**config.mk**
```make
export PLATFORM = sky130hd
export DESIGN_NAME = alu_ex_stage
export DESIGN_NICKNAME = d
export VERILOG_FILES = /design/src/rtl/alu_ex_pkg.sv /design/src/rtl/alu.sv /design/src/rtl/alu_ex_stage.sv
export SDC_FILE = /design/constraint.sdc
export NUM_CORES = 1
export LEC_CHECK = 0
export ABC_CLOCK_PERIOD_IN_PS = 4600
export BUFFER_PORTS_ARGS = -buffer_cell sky130_fd_sc_hd__buf_2
export CORE_ASPECT_RATIO = 0.6
export CORE_MARGIN = 2
export CORE_UTILIZATION = 40
export DETAILED_ROUTE_END_ITERATION = 10
export PLACE_DENSITY = 0.68
export SYNTH_ARGS = -nofsm -noshare
export SYNTH_HDL_FRONTEND = slang
export SYNTH_HIERARCHICAL = 1
export SYNTH_SLANG_ARGS = --single-unit
export TNS_END_PERCENT = 5
```
**constraint.sdc**
```tcl
create_clock -name clk -period 4.6 [get_ports clk]
set_input_delay 0.23 -clock clk [delete_from_list [all_inputs] [get_ports clk]]
set_output_delay 0.23 -clock clk [all_outputs]
set_load 0.005 [all_outputs]
```
**src/rtl/alu_ex_pkg.sv**
```systemverilog
// rtl/alu_ex_pkg.sv - shared ALUop codes, FSM encoding and width default for the execute stage
package alu_ex_pkg;

    localparam int DATA_WIDTH = 32;

    localparam logic [2:0] OP_AND  = 3'b000;
    localparam logic [2:0] OP_OR   = 3'b001;
    localparam logic [2:0] OP_ADD  = 3'b010;
    localparam logic [2:0] OP_SLTU = 3'b011;
    localparam logic [2:0] OP_XOR  = 3'b100;
    localparam logic [2:0] OP_NOR  = 3'b101;
    localparam logic [2:0] OP_SUB  = 3'b110;
    localparam logic [2:0] OP_SLT  = 3'b111;

    typedef enum logic [1:0] {
        ST_IDLE = 2'd0,
        ST_EXEC = 2'd1,
        ST_RESP = 2'd2
    } state_e;

    // Overflow/CarryOut only carry meaning for the adder paths.
    function automatic logic has_arith_flags(input logic [2:0] op);
        return (op == OP_ADD) || (op == OP_SUB);
    endfunction

endpackage

```
**src/rtl/alu.sv**
```systemverilog
// rtl/alu.sv - combinational ALU: logic ops, add/sub with flags, signed/unsigned set-less-than
module alu
    import alu_ex_pkg::*;
#(
    parameter int DATA_WIDTH = alu_ex_pkg::DATA_WIDTH
) (
    input  logic [DATA_WIDTH-1:0] A,
    input  logic [DATA_WIDTH-1:0] B,
    input  logic [2:0]            ALUop,
    output logic                  Overflow,
    output logic                  CarryOut,
    output logic                  Zero,
    output logic [DATA_WIDTH-1:0] Result
);

    localparam int MSB = DATA_WIDTH - 1;

    logic [DATA_WIDTH:0] sum;
    logic [DATA_WIDTH:0] diff;

    // The extra top bit of diff is the borrow, i.e. A < B unsigned.
    assign sum  = {1'b0, A} + {1'b0, B};
    assign diff = {1'b0, A} - {1'b0, B};

    always_comb begin
        Result   = '0;
        Overflow = 1'b0;
        CarryOut = 1'b0;
        case (ALUop)
            OP_AND:  Result = A & B;
            OP_OR:   Result = A | B;
            OP_XOR:  Result = A ^ B;
            OP_NOR:  Result = ~(A | B);
            OP_ADD: begin
                Result   = sum[MSB:0];
                CarryOut = sum[DATA_WIDTH];
                Overflow = (A[MSB] == B[MSB]) && (sum[MSB] != A[MSB]);
            end
            OP_SUB: begin
                Result   = diff[MSB:0];
                CarryOut = diff[DATA_WIDTH];
                Overflow = (A[MSB] != B[MSB]) && (diff[MSB] != A[MSB]);
            end
            OP_SLTU: Result = {{(DATA_WIDTH-1){1'b0}}, (A < B)};
            OP_SLT:  Result = {{(DATA_WIDTH-1){1'b0}}, ($signed(A) < $signed(B))};
            default: Result = '0;
        endcase
    end

    assign Zero = ~|Result;

endmodule

```
**src/rtl/alu_ex_stage.sv**
```systemverilog
// rtl/alu_ex_stage.sv - execute-stage sequencer around alu: request latch, EXEC, held response
// Optional saturating op/overflow counters under ALU_EX_STATS_EN.
module alu_ex_stage
    import alu_ex_pkg::*;
#(
    parameter int DATA_WIDTH = alu_ex_pkg::DATA_WIDTH
) (
    input  logic                  clk,
    input  logic                  rst_n,
    input  logic                  req_valid,
    output logic                  req_ready,
    input  logic [2:0]            req_op,
    input  logic [DATA_WIDTH-1:0] req_a,
    input  logic [DATA_WIDTH-1:0] req_b,
    output logic                  resp_valid,
    input  logic                  resp_ready,
    output logic [DATA_WIDTH-1:0] resp_result,
    output logic                  resp_zero,
    output logic                  resp_overflow,
    output logic                  resp_carryout
`ifdef ALU_EX_STATS_EN
    ,
    output logic [31:0]           stat_ops,
    output logic [31:0]           stat_ovf
`endif
);

    state_e                state_q, state_d;
    logic [2:0]            op_q;
    logic [DATA_WIDTH-1:0] a_q, b_q;
    logic [DATA_WIDTH-1:0] result_q;
    logic                  zero_q, ovf_q, co_q;

    logic [DATA_WIDTH-1:0] alu_result;
    logic                  alu_zero, alu_ovf, alu_co;
    logic                  req_hs, resp_hs;

    alu #(.DATA_WIDTH(DATA_WIDTH)) u_alu (
        .A        (a_q),
        .B        (b_q),
        .ALUop    (op_q),
        .Overflow (alu_ovf),
        .CarryOut (alu_co),
        .Zero     (alu_zero),
        .Result   (alu_result)
    );

    assign req_hs  = req_valid && (state_q == ST_IDLE);
    assign resp_hs = resp_ready && (state_q == ST_RESP);

    always_comb begin
        state_d = state_q;
        case (state_q)
            ST_IDLE: if (req_valid) state_d = ST_EXEC;
            ST_EXEC: state_d = ST_RESP;
            ST_RESP: if (resp_ready) state_d = ST_IDLE;
            default: state_d = ST_IDLE;
        endcase
    end

    always_ff @(posedge clk) begin
        if (!rst_n) begin
            state_q  <= ST_IDLE;
            op_q     <= OP_AND;
            a_q      <= '0;
            b_q      <= '0;
            result_q <= '0;
            zero_q   <= 1'b0;
            ovf_q    <= 1'b0;
            co_q     <= 1'b0;
        end else begin
            state_q <= state_d;
            if (req_hs) begin
                op_q <= req_op;
                a_q  <= req_a;
                b_q  <= req_b;
            end
            if (state_q == ST_EXEC) begin
                result_q <= alu_result;
                zero_q   <= alu_zero;
                ovf_q    <= alu_ovf && has_arith_flags(op_q);
                co_q     <= alu_co && has_arith_flags(op_q);
            end
        end
    end

    assign req_ready     = (state_q == ST_IDLE);
    assign resp_valid    = (state_q == ST_RESP);
    assign resp_result   = result_q;
    assign resp_zero     = zero_q;
    assign resp_overflow = ovf_q;
    assign resp_carryout = co_q;

`ifdef ALU_EX_STATS_EN
    logic [31:0] stat_ops_q, stat_ovf_q;

    always_ff @(posedge clk) begin
        if (!rst_n) begin
            stat_ops_q <= 32'd0;
            stat_ovf_q <= 32'd0;
        end else if (resp_hs) begin
            if (stat_ops_q != 32'hFFFF_FFFF) stat_ops_q <= stat_ops_q + 32'd1;
            if (ovf_q && (stat_ovf_q != 32'hFFFF_FFFF)) stat_ovf_q <= stat_ovf_q + 32'd1;
        end
    end

    assign stat_ops = stat_ops_q;
    assign stat_ovf = stat_ovf_q;
`endif

endmodule
```
# Yosys cells after proc, flatten, opt, wreduce, memory -nomap -nowiden
# Cells that the tools add are included.
dict set report totals {
  regBits 104
  latch_bits 0
  mem_bits_rw 0
  romBits 0
  memories 0
}
dict set report classes {
  addsub 2
  multipliers 0
  div_mod_pow 0
  order_cmp 2
  eq_ne 15
  shifts 0
  n_mux 6
  n_bitwise 4
  reduce_logical 11
}
# operator count
set ops {}
lappend ops {{$pmux W32 S8} 1}
lappend ops {{$lt A32 B32 Y1} 2}
lappend ops {{$add A32 B32 Y33} 1}
lappend ops {{$sub A32 B32 Y33} 1}
lappend ops {{$and A32 B32 Y32} 1}
lappend ops {{$not A32 Y32} 1}
lappend ops {{$or A32 B32 Y32} 1}
lappend ops {{$reduce_or A32 Y1} 1}
lappend ops {{$xor A32 B32 Y32} 1}
lappend ops {{$eq A3 B3 Y1 const B} 4}
lappend ops {{$eq A3 B2 Y1 const B} 2}
lappend ops {{$pmux W2 S3} 1}
lappend ops {{$logic_and A1 B1 Y1} 5}
lappend ops {{$mux W2} 2}
lappend ops {{$pmux W1 S2} 2}
lappend ops {{$eq A3 B1 Y1 const B} 1}
lappend ops {{$logic_not A3 Y1} 1}
lappend ops {{$ne A1 B1 Y1} 3}
lappend ops {{$eq A2 B1 Y1 const B} 1}
lappend ops {{$eq A2 B2 Y1 const B} 1}
lappend ops {{$logic_not A2 Y1} 1}
lappend ops {{$ne A2 B1 Y1 const B} 1}
lappend ops {{$ne A2 B2 Y1 const B} 1}
lappend ops {{$reduce_and A2 Y1} 1}
lappend ops {{other kinds (3)} 3}

# Logic depth before layout (Yosys ltp)
dict set report logic_depth {
  depth_word 5
  depth_mapped 17
  ltp_nobuf 17
}

# By module
# Netlist, hierarchy kept.
# mod n_inst cells_per_inst area_per_inst_um2 seq_area_each_um2
set modules_own_cells {}
lappend modules_own_cells {alu 1 1010 6433.7 0.0}
lappend modules_own_cells {alu_ex_stage 1 460 3803.6 2082.0}

# Least setup slack after synthesis
# No wires, ideal clock.
dict set report synth_timing {
  path_kind {flip-flop to flip-flop}
  startpoint {register a_q[0]}
  endpoint {register zero_q, in the netlist resp_zero}
  setup_time_ns 0.076
  t_arrival_ns 3.672
  slack_ns 0.852
  path_stages_with_launch 16
  synth_period_minus_slack_ns 3.748
  path_cell_list {dfxtp_1 > ha_1 > fa_1 > a21o_1 > a221o_1 > a221oi_2 > o21ai_1 > xnor2_1 > a211o_1 > or4_1 > nor4_2 > nand4b_1 > nand4bb_1 > nor4_2 > nand2_1 > a21boi_0}
}
dict set report synth_via {
  elab_cells_between_ends 11
  cone_classes {add/sub: 2; order compare: 2; mux: 1; bitwise: 4; reduce/logical: 2}
}
# element line_no
set synth_rtl {}
lappend synth_rtl {{from (decl)} alu_ex_stage.sv:30} ;# logic [DATA_WIDTH-1:0] a_q, b_q;
lappend synth_rtl {{from (signal assigned)} alu_ex_stage.sv:75} ;# a_q <= req_a;
lappend synth_rtl {{$sub A32 B32 Y33 or $add A32 B32 Y33 (tied branches)} {alu.sv:23, alu.sv:22}}
lappend synth_rtl {{$pmux W32 S8 (*)} alu.sv:29} ;# case (ALUop)
lappend synth_rtl {{via alu_result[16]} alu_ex_stage.sv:34} ;# logic [DATA_WIDTH-1:0] alu_result;
lappend synth_rtl {{$reduce_or A32 Y1 (*)} alu.sv:50} ;# assign Zero = ~|Result;
lappend synth_rtl {{$logic_not A1 Y1 (*)} alu.sv:50}
lappend synth_rtl {{via alu_zero} alu_ex_stage.sv:35} ;# logic alu_zero, alu_ovf, alu_co;
lappend synth_rtl {{to (signal assigned)} alu_ex_stage.sv:80} ;# zero_q <= alu_zero;
lappend synth_rtl {{to (decl)} alu_ex_stage.sv:32} ;# logic zero_q, ovf_q, co_q;
# Mark *: on every way through the listed nets, which the timed path passes. The rest lies on a longest branch.
# A chain may end at the register's enable or synchronous reset.

# Worst setup path after layout
# Same ends and word-level chain as after synthesis.

==> results.cfg <==
[synth]
synth_nets = 1639
yosysTopAreaCell = dfxtp_1
yosys_register_bits = 104
syn-cell-area_um2 = 10200
synth.distinct_cells = 83
yosys_most_used_dff = dfxtp_1
synth_top_area_share_pct = 20.3
ys_seq_area_share_pct = 20.3
syn_avg_cell_area_um2 = 6.96
syn_inst = 1470
synth_area_leaders = dfxtp_1 20%, ha_1 12%, nand2_1 7.5%
yosys_warnings = 6
synth-edff-count = 0
async_reset_ff_share_pct = 0

[route]
wl_mm = 40.1
viasPerCell = 6.00
antenna_left = 0
drtPass1Iterations = 5
wl_per_cell_um = 21.5
drc = 0
vias = 11182
drtIter0Drc = 1389

[sta]
timing.fmax_ghz = 0.229
setup_viol = 0
slew_viol_final = 0
fin_crit_ns = 4.37
rsz0062_at_grt = false
fin_tns_setup_ns = 0
finalHoldViolations = 0
hold_ws_ns = 0.0475
finalCritPeriodShare_pct = 95.0
max_slew.worst_pin.slew_ns = 1.14
slew_headroom_pct = 23.6
skew_ns = 0.00918

[worst_hold_path]
hp-class = in -> reg

[placement]
place.gp.congestion = 1.01
dpl.hpwl_mm = 31.0
io_buffers = 107

[floorplanning]
initial_utilization_pct = 40.6
ios = 108
core_um2 = 25200
chipWidth_um = 211
dieArea_um2 = 26900
die_y_um = 128
rows = 45

[clock_tree]
clk_pin_slew_worst_paths_ns = 0.08
cts_buffers = 9
htree_levels = 3
cts_setup_buffers = 0
holdBufCountCts = 0
cts-root-buf = clkbuf_16
cts_num_sinks = 104
clk_latency_ns = 0.39
cts_tree = done
clk_path_buf_depth = 2

[finish]
area_growth_pct = 11.1
mostFrequentLayoutCells = 204 x nand2_1, 119 x o21ai_0, 106 x nor2_1, 106 x buf_2, 102 x dfxtp_1
final_common_cell = nand2_1
fin_nets = 1698
drive_above_1_share_pct = 12.7

[setup_path]
path_cells = ha_1 > fa_1 > a21o_1 > a221o_1 > a221oi_4 > o21ai_1 > xnor2_1 > a211o_1 > or4_1 > nor4_2 > nand4b_1 > nand4bb_1 > nor4_2 > nand2_1 > a21boi_0
cpMaxStageDelayCell = or4_1
crit_required_ns = 4.91
critPathLaunchType = register
cp-end-kind = register
worstPathMaxFanout = 4
cp_common_cell = nor4_2
arrival_ns = 4.68
worstSetupPathType = reg -> reg
max_stage_delay_ns = 0.50
critPathTopFamily = compound AO/OA/AOI/OAI gates
cp.buffers_inverters = 0

[global_route]
overflow = 0
grt_antenna_before_repair = 1
grt_max_degree = 99
grt_use_total_pct = 30.1
grt_pass1_wl_mm = 61.9
first_global_vias = 10180

[power]
p_clk_share_pct = 25.4
switching_share_pct = 42.5
powerDensity_nw_per_um2 = 286
p_int_w = 0.00187
p_seq_share_pct = 31.0
vdd_drop_max_uv = 215
leakagePower_nw = 4.58
p_switching_w = 0.00138
finalPower_w = 0.00325
combinationalPowerShare_pct = 43.7

[outcome]
status = completed

[flow_run]
maxCapViolations = 0
-- synth_stat cells (all sizes together), types with 13 or more instances --
cell      n
clkbuf   56
nand3    87
nand2b   13
nor2b    20
xnor2    22
nor3     37
or3      14
inv      98
a211oi   17
nor2    107
nand4    20
a21oi    94
ha       96
mux2i    16
dfxtp   104
a21o     16
a31oi    16
nand2   204
nor4     22
buf      51
a21boi   38
o21ai   141
-- repair_timing --
item,in CTS,in global routing
hold endpoints to repair,0,0
resized for setup,0,2
setup endpoints to repair,0,1
-- power groups by stage --
stage          clock (W)  sequential [W]  combinational, W
2_1_floorplan          0         0.00101          0.000922
3_3_place_gp           0         0.00103           0.00136
3_5_place_dp           0         0.00103           0.00135
4_1_cts         0.000854         0.00101           0.00136
5_1_grt         0.000886         0.00102           0.00153
6_report        0.000825         0.00101           0.00142
-- kinds of logic after synthesis --
| family | after synthesis | share of synthesized area [%] |
|---|---|---|
| and+or+nand+nor | 559 | 25.8 |
| AOI/OAI and AO/OA | 454 | 28.6 |
| buffers and inverters | 205 | 8.57 |
| DFF | 104 | 20.3 |
| adders and majority gates | 98 | 12.1 |
| xor gates and xnor gates | 30 | 2.57 |
| muxes | 20 | 2.00 |
-- per-stage QoR --
stage          cell area [um2]  util [%]  cells  worst slack [ns]
4_1_cts                  11400      45.0   1863             0.218
6_report                 11400      45.1   1864             0.231
3_3_place_gp             11100      43.8   1847             0.390
5_1_grt                  11400      45.1   1863            0.0261
2_1_floorplan            10200         -   1470             0.852
3_5_place_dp             11100      43.8   1847             0.243
-- final timing paths --
check	slack, ns	to	depth (start not counted)	from
worst min-delay path	0.05	b_q[5]	3	req_b[5]
worst min register to register	0.46	resp_result[25]	2	resp_result[25]
worst max-delay path	0.23	resp_zero	15	a_q[0]
worst max register to register	0.23	resp_zero	15	a_q[0]
-- worst register-to-register path, delay by kind of cell, from the launching register on --
| family | cells | cell delay (ns) |
|---|---|---|
| XOR/XNOR | 1 | 0.14 |
| AO/OA/AOI/OAI | 6 | 1.78 |
| adder cells (fa/ha/maj) | 2 | 0.72 |
| flip-flops | 1 | 0.33 |
| AND/OR/NAND/NOR | 6 | 1.34 |
-- metal layers --
metal / vias up / global-route usage [%] / wire length, um
met4: 0 / 6.63 / 660
li1: 5355 / - / -
met1: 5181 / 46.9 / 20200
met3: 51 / 11.6 / 5300
met2: 595 / 37.3 / 14000
met5: - / 0 / 0
-- area by class of cell --
class                      count  area (um2)
clock inverter                 6        76.3
timing repair buffer         155         911
sequential                   104        2080
antenna                        1        2.50
inverter                      98         368
clock buffer                  10         229
multi-input combinational   1161        7300
fill                        2615       13800
tap                          329         412
-- flip-flops by register name (all words and copies together), names as in the netlist --
name           count
resp_result       32
op_q               3
resp_zero          1
resp_carryout      1
state_q            2
b_q               32
a_q               32
resp_overflow      1
(Power assumes the default switching activity.)
